--- config.mk ---
export PLATFORM = sky130hd
export DESIGN_NAME = comparator_nbit_serial
export DESIGN_NICKNAME = d
export VERILOG_FILES = /design/src/rtl/comparator_pkg.sv /design/src/rtl/comparator_1bit_dataflow.sv /design/src/rtl/comparator_nbit_serial.sv
export SDC_FILE = /design/constraint.sdc
export NUM_CORES = 1
export LEC_CHECK = 0
export BUFFER_PORTS_ARGS = -buffer_cell sky130_fd_sc_hd__buf_2
export CORE_MARGIN = 4
export CORE_UTILIZATION = 55
export DETAILED_ROUTE_END_ITERATION = 8
export GPL_ROUTABILITY_DRIVEN = 0
export PLACE_DENSITY = 0.8
export SYNTH_ARGS = -nofsm -noshare
export SYNTH_HDL_FRONTEND = slang
export SYNTH_SLANG_ARGS = --single-unit
--- constraint.sdc ---
create_clock -name clk -period 6.6 [get_ports clk]
set_input_delay 0.33 -clock clk [delete_from_list [all_inputs] [get_ports clk]]
set_output_delay 0.33 -clock clk [all_outputs]
set_load 0.05 [all_outputs]
--- src/rtl/comparator_pkg.sv ---
// Shared encodings for the serial magnitude comparator: FSM states and the
// one-hot {gt, eq, lt} result vector.
package comparator_pkg;

  typedef enum logic {
    IDLE    = 1'b0,
    COMPARE = 1'b1
  } state_t;

  // Result vector bit order is {gt, eq, lt}.
  localparam logic [2:0] RES_NONE = 3'b000;
  localparam logic [2:0] GT       = 3'b100;
  localparam logic [2:0] EQ       = 3'b010;
  localparam logic [2:0] LT       = 3'b001;

  // Collapse a per-bit verdict into the one-hot result encoding.
  function automatic logic [2:0] encode_result(input logic bit_eq, input logic bit_gt);
    if (bit_eq)      return EQ;
    else if (bit_gt) return GT;
    else             return LT;
  endfunction

endpackage

--- src/rtl/comparator_1bit_dataflow.sv ---
// Single-bit magnitude comparator, pure dataflow. Treats both bits as
// unsigned; any sign-bit inversion is the caller's concern.
module comparator_1bit_dataflow (
  input  logic a,
  input  logic b,
  output logic gt,
  output logic eq,
  output logic lt
);

  assign gt = a & ~b;
  assign lt = ~a & b;
  assign eq = ~(a ^ b);

endmodule

--- src/rtl/comparator_nbit_serial.sv ---
// Bit-serial N-bit comparator: walks the operands MSB first, one bit pair per
// cycle, and stops at the first differing bit (or at bit 0 when all match).
module comparator_nbit_serial
  import comparator_pkg::*;
#(
  parameter int WIDTH = 8
) (
  input  logic             clk,
  input  logic             rst_n,
  input  logic             start,
  input  logic             signed_mode,
  input  logic [WIDTH-1:0] a,
  input  logic [WIDTH-1:0] b,
  output logic             busy,
  output logic             done,
  output logic             gt,
  output logic             eq,
  output logic             lt
);

  localparam int IDX_W = $clog2(WIDTH);
  localparam logic [IDX_W-1:0] MSB_IDX = IDX_W'(WIDTH - 1);

  state_t           state_q, state_d;
  logic [IDX_W-1:0] idx_q,   idx_d;
  logic [WIDTH-1:0] a_q,     a_d;
  logic [WIDTH-1:0] b_q,     b_d;
  logic             sm_q,    sm_d;
  logic [2:0]       res_q,   res_d;
  logic             busy_q,  busy_d;
  logic             done_q,  done_d;

  logic raw_gt, raw_eq, raw_lt;
  logic sign_swap;
  logic bit_gt;

  comparator_1bit_dataflow u_bit_cmp (
    .a  (a_q[idx_q]),
    .b  (b_q[idx_q]),
    .gt (raw_gt),
    .eq (raw_eq),
    .lt (raw_lt)
  );

  // In two's complement a set sign bit means "smaller", so the MSB verdict flips.
  assign sign_swap = sm_q && (idx_q == MSB_IDX);
  assign bit_gt    = sign_swap ? raw_lt : raw_gt;

  always_comb begin
    // NOTE: every next-state variable gets a default first so no path leaves
    // one unassigned, which would otherwise infer a latch.
    state_d = state_q;
    idx_d   = idx_q;
    a_d     = a_q;
    b_d     = b_q;
    sm_d    = sm_q;
    res_d   = res_q;
    busy_d  = busy_q;
    done_d  = 1'b0;

    unique case (state_q)
      IDLE: begin
        if (start) begin
          a_d     = a;
          b_d     = b;
          sm_d    = signed_mode;
          idx_d   = MSB_IDX;
          res_d   = RES_NONE;
          busy_d  = 1'b1;
          state_d = COMPARE;
        end
      end
      COMPARE: begin
        if (!raw_eq || idx_q == '0) begin
          res_d   = encode_result(raw_eq, bit_gt);
          done_d  = 1'b1;
          busy_d  = 1'b0;
          state_d = IDLE;
        end else begin
          idx_d = idx_q - 1'b1;
        end
      end
      default: state_d = IDLE;
    endcase
  end

  // NOTE: sequential state uses non-blocking assignments so every register
  // samples pre-edge values, independent of statement order.
  always_ff @(posedge clk or negedge rst_n) begin
    if (!rst_n) begin
      state_q <= IDLE;
      idx_q   <= '0;
      a_q     <= '0;
      b_q     <= '0;
      sm_q    <= 1'b0;
      res_q   <= RES_NONE;
      busy_q  <= 1'b0;
      done_q  <= 1'b0;
    end else begin
      state_q <= state_d;
      idx_q   <= idx_d;
      a_q     <= a_d;
      b_q     <= b_d;
      sm_q    <= sm_d;
      res_q   <= res_d;
      busy_q  <= busy_d;
      done_q  <= done_d;
    end
  end

  assign busy = busy_q;
  assign done = done_q;
  assign gt   = res_q[2];
  assign eq   = res_q[1];
  assign lt   = res_q[0];

endmodule

; Word level (Yosys, flattened, before mapping)
; Index checks and enable logic that the tools add are counted.
[word_totals]
ramBits = 0
elab_cells = 47
romBits = 0
in_bits = 20
latchBits = 0
regBits = 26
output_inout_bits = 5
n_memories = 0
[op_classes]
n_eq_ne = 4
multipliers = 0
muxes = 21
add_sub_neg = 1
div = 0
magnitude_cmp = 1
n_bitwise = 6
reduce_logical = 6
n_shift = 0
[ops]
columns = op, count
row1 = 2-to-1 mux 3 bit, 6
row2 = case mux 3 bit (2 select lines), 2
row3 = 2-to-1 mux 1 bit, 9
row4 = binary-select mux 1 bit (select 3 bit), 2
row5 = AND reduction 2 bit, 3
row6 = less-than comparator 3 x 4 -> 1 bit (second input constant), 1
row7 = inequality test 2 bit (second input constant), 2
row8 = case mux 1 bit (2 select lines), 2
row9 = equality test 3 bit (second input constant), 1
row10 = logical NOT 3 bit, 1
row11 = inverter 1 bit, 3
row12 = subtractor 3 x 1 -> 3 bit (second input constant), 1
row13 = AND 1 bit, 2
row14 = inequality test 2 x 1 -> 1 bit (second input constant), 1
row15 = logical AND 1 bit, 1
row16 = logical OR 1 bit, 1
row17 = bitwise XOR 1 bit, 1

; Longest topological paths before layout
[logic_depth]
word_depth = 9
depth_mapped = 9
ltp_nobuf = 7

; Cells and area by module
; Synthesis repeated with hierarchy kept, for this count alone.
[hier_totals]
cells_unflattened = 95
hier_area_um2 = 1303.8
[by_module_without_submodules]
columns = module, cells_each, area_per_inst_um2, n_inst, seq_area_each_um2
row1 = comparator_nbit_serial, 91, 1271.2, 1, 650.6
row2 = comparator_1bit_dataflow, 4, 32.5, 1, 0.0

; Least setup slack after synthesis
; No wires, ideal clock.
[synth_timing]
path_type = register to register
from = register idx_q[0]
to = register idx_q[2]
setup_ns = 0.127
path_buffers = 2
period_less_slack_ns = 2.140
stages_incl_launch_ff = 10
t_arrival_ns = 2.012
required_ns = 6.473
path_slack_ns = 4.460
path_cell_list = dfrtp_1 buf_6 mux4_2 mux2i_4 inv_2 ha_1 and3_1 buf_2 a211oi_2 a31oi_1
[synth_between]
elab_chain_cells = 6
word_cells_on_any_way = 12
classes_between = add/sub (1) / eq/ne (1) / mux (6) / bitwise (1) / reduce/logical (3)
[synth_rtl]
columns = item, line
row1 = start: declaration, comparator_nbit_serial.sv:25  ; logic [IDX_W-1:0] idx_q, idx_d;
row2 = start signal: assignment, comparator_nbit_serial.sv:101  ; idx_q <= idx_d;
row3 = binary-select mux 1 bit (select 3 bit) (on tied branches), "comparator_nbit_serial.sv:38, comparator_nbit_serial.sv:39"
row4 = 2-to-1 mux 1 bit (on tied branches), "comparator_nbit_serial.sv:38, comparator_nbit_serial.sv:39"
row5 = bitwise XOR 1 bit, comparator_1bit_dataflow.sv:13  ; assign eq = ~(a ^ b);
row6 = logical OR 1 bit, comparator_nbit_serial.sv:74  ; if (!raw_eq || idx_q == '0) begin
row7 = inequality test 2 bit (no source line), -
row8 = AND reduction 2 bit (no source line), -
; Parallel ways exist; a longest one is shown, timed or not. The select of a mux whose other input is x is not followed.
; A chain may end at the register's enable or synchronous reset.

; Worst setup path in the final report
; Ends and elaborated chain as after synthesis.

==> results by group <==
Worst setup path
  • Sum of buffers and inverters on the critical path: 1
  • CP endpoint kind: flop
  • Cell at the slowest stage of the critical path: sky130_fd_sc_hd__mux4_2
  • Crit path arrival time: 2540 ps
  • Type of the worst setup path: reg -> reg
  • CP Launch Type: flop
  • CP cell instances: mux4_2, mux2i_4, inv_2, ha_1, and3_1, a211oi_2, a31oi_1
  • Critical path fanouts, max: 8
  • CP required: 6800 ps
  • Largest delay share family, worst path: multiplexers
  • Worst stage delay on the critical path: 590 ps

Synth
  • Number of enable-type register cells in the synthesized netlist: 0
  • Xor/xnor cell area share of the yosys netlist: 0%
  • Register area share after synthesis: 52.0%
  • Mux share of post-synthesis cell area: 12.4%
  • Avg Cell Area, Syn: 10.2 sq um
  • Gate count of the mapped netlist: 123
  • Yosys warns: 0
  • Synth async-reset ratio: 100%
  • Main synth FF type: sky130_fd_sc_hd__dfrtp_1
  • Area share of fa/ha/maj cells after synthesis: 5.00%
  • Syn Nets: 148
  • Fraction of the mapped netlist area in simple logic gates: 22.2%
  • Area of the mapped netlist: 1250 sq um
  • Area fraction in compound gates after synthesis: 3.50%
  • Main combinational cell family by area after synthesis: simple AND/OR/NAND/NOR gates
  • Yosys reg bits: 26
  • Unique masters post-synth: 25

Detailed routing
  • Total Wirelength: 2.11 mm
  • First-pass iteration count of the detailed router: 4
  • Vias per Instance: 4.83
  • Remaining design rule violation count: 0
  • Antenna-violating nets left: 0
  • Vias post-DR: 841
  • Initial detailed-routing violation count: 12
  • Mean routed wirelength per cell: 12.1 microns

STA
  • Number of setup violations in the final report: 0
  • Minimum clock period after layout: 2330 ps
  • Unrepaired setup endpoints after global routing: false
  • Slew HR: 54.2%
  • Fin. max-slew vios: 0
  • Share of the clock period used by the worst path: 35.4%
  • Clock Skew: 5.40 ps
  • Fmax: 0.428 GHz
  • Setup TNS Final: 0 ps
  • Transition at the pin with the smallest max-transition slack: 687 ps
  • Number of failing hold endpoints at the final stage: 0

Power and ir drop
  • Peak supply drop: 313 uV
  • Leak: 0.778 nW
  • Power density normalized to cell area: 515 nW/um^2
  • Post-layout power: 730 uW

Die
  • Chip Width: 55.7 microns
  • Starting Density: 57.1%
  • Rows: 17
  • Vertical die dimension: 55.7 microns
  • I/O pin count: 25
  • Core box area: 2190 sq um
  • Die Footprint: 3100 sq um

CTS
  • Clock buffer count from CTS: 3
  • Maximum count of clock buffers along a single path: 2
  • Clk Tree Root Cell: sky130_fd_sc_hd__clkbuf_4
  • H-tree levels: 1
  • TritonCTS clock tree: yes
  • Count of buffers added by post-CTS timing repair for setup: 0
  • Number of clock sinks: 26
  • Clock transition at path regs: 140 ps
  • Insertion delay to the later sink of the worst-skew pair: 320 ps
  • Resize count post-CTS: 0

Cells and area
  • Footprint of the flip-flops and latches: 651 sq um
  • Layout filler cell count: 171
  • Share of final-layout standard cells stronger than drive strength 1: 27.4%
  • Area of the multi-input gates: 539 sq um
  • Fin area: 1420 sq um
  • Number of antenna cells inserted: 0
  • Number of nets in the layout: 172
  • Final cell count without fillers: 174
  • Synth-to-Final Area Change: 13.3%

Place
  • Placed standard-cell area: 1370 sq um
  • Number of placed instances with taps included: 169
  • Number of buffers added on ports: 24
  • Half-perimeter wire length after placement: 1.53 mm

Status
  • Status: completed

Global routing
  • Number of antenna violations at the first check in global routing: 0
  • Wire length of the first global-routing pass: 3.69 mm
  • Global route overflow: 0
  • Pin count of the biggest net entering global routing: 27
  • Overall Global Routing Usage: 14.9%
  • Vias in the first global route: 828

Worst hold path
  • Kind of path behind the tightest hold check: in -> reg

Run
  • Max-cap violations: 0
## path summary, 6_finish.rpt
path | start | slack [ps] | to | cells after the start
max in group asynchronous | rst_n | 5720 | res_q[1]$_DFFE_PN0P_ | 2
worst min register to register | b_q[3]$_DFFE_PN0P_ | 490 | b_q[3]$_DFFE_PN0P_ | 2
worst max register to register | idx_q[0]$_DFFE_PN0P_ | 4270 | idx_q[2]$_DFFE_PN0P_ | 7
worst min-delay path | b[5] | 180 | b_q[5]$_DFFE_PN0P_ | 3
worst max-delay path | idx_q[0]$_DFFE_PN0P_ | 4270 | idx_q[2]$_DFFE_PN0P_ | 7
min in group asynchronous | rst_n | 510 | a_q[4]$_DFFE_PN0P_ | 2
## cells by family (layout without fill, tap and decap cells)
kind of cell	count (synthesis)	after routing
multiplexers	8	8
adder cells (fa/ha/maj)	5	5
flip-flops	26	26
AO/OA/AOI/OAI	6	6
buffers and inverters	12	35
AND/OR/NAND/NOR	66	66
## worst min-delay path: stages
cell and delay (ps):
sky130_fd_sc_hd__buf_2 70, sky130_fd_sc_hd__nand2_1 40, sky130_fd_sc_hd__nand2_1 40
## repair_timing
action	4_1_cts	5_1_grt
hold buffers	1	0
setup endpoints to repair	0	0
hold endpoints to repair	14	0
## metal layers
layer	vias up	share of wire (%)	global-route usage [%]
met1	380	45	19.3
li1	442	-	-
met4	0	0.90	4.17
met5	-	0	0
met3	3	4.3	3.48
met2	16	50	25.2
## registers in the layout (all words and copies together) (netlist names)
| register | flops |
|---|---|
| res_q | 3 |
| idx_q | 3 |
| busy | 1 |
| done | 1 |
| state_q | 1 |
| b_q | 8 |
| a_q | 8 |
| sm_q | 1 |
## layout make-up
class	instances	area share (%)
Multi-Input combinational cell	85	38.0
Timing Repair Buffer	26	9.71
Sequential cell	26	45.9
Tap cell	28	2.47
Clock buffer	4	2.56
Inverter	5	1.32
## power by group
group	internal [mW]	switching, mW	leakage [nW]
clock network	0.0338	0.0475	0.0210
registers	0.233	0.0559	0.314
logic	0.160	0.199	0.442
total	0.428	0.302	0.778
## synthesized netlist by cell type, drive strengths merged, types with 2 or more instances
cell type / n / area [sq um]
a21oi: 2 / 10.0
nor3: 2 / 10.0
mux4: 4 / 90.1
nand2b: 2 / 20.0
clkbuf: 4 / 15.0
nand3: 3 / 15.0
nand2: 54 / 203
dfrtp: 26 / 651
buf: 3 / 27.5
inv: 5 / 18.8
mux2i: 4 / 65.1
ha: 5 / 62.6
## metrics by stage
stage                     hold WS [ps]  worst slack, ps  util [%]
final                              181             4270      64.7
after CTS                          178             4250      64.7
after global placement             345             4350      62.6
after global routing               170             4150      64.7
after floorplan                   34.4             4460         -
after detailed placement           358             4290      62.6
## layout by cell type (no fill, tap or decap), drive strengths merged, types with 3 or more instances in the layout
cell type / count
inv: 5
dfrtp: 26
clkbuf: 4
buf: 25
ha: 5
mux4: 4
nand3: 3
nand2: 54
mux2i: 4
(Power assumes the default switching activity.)
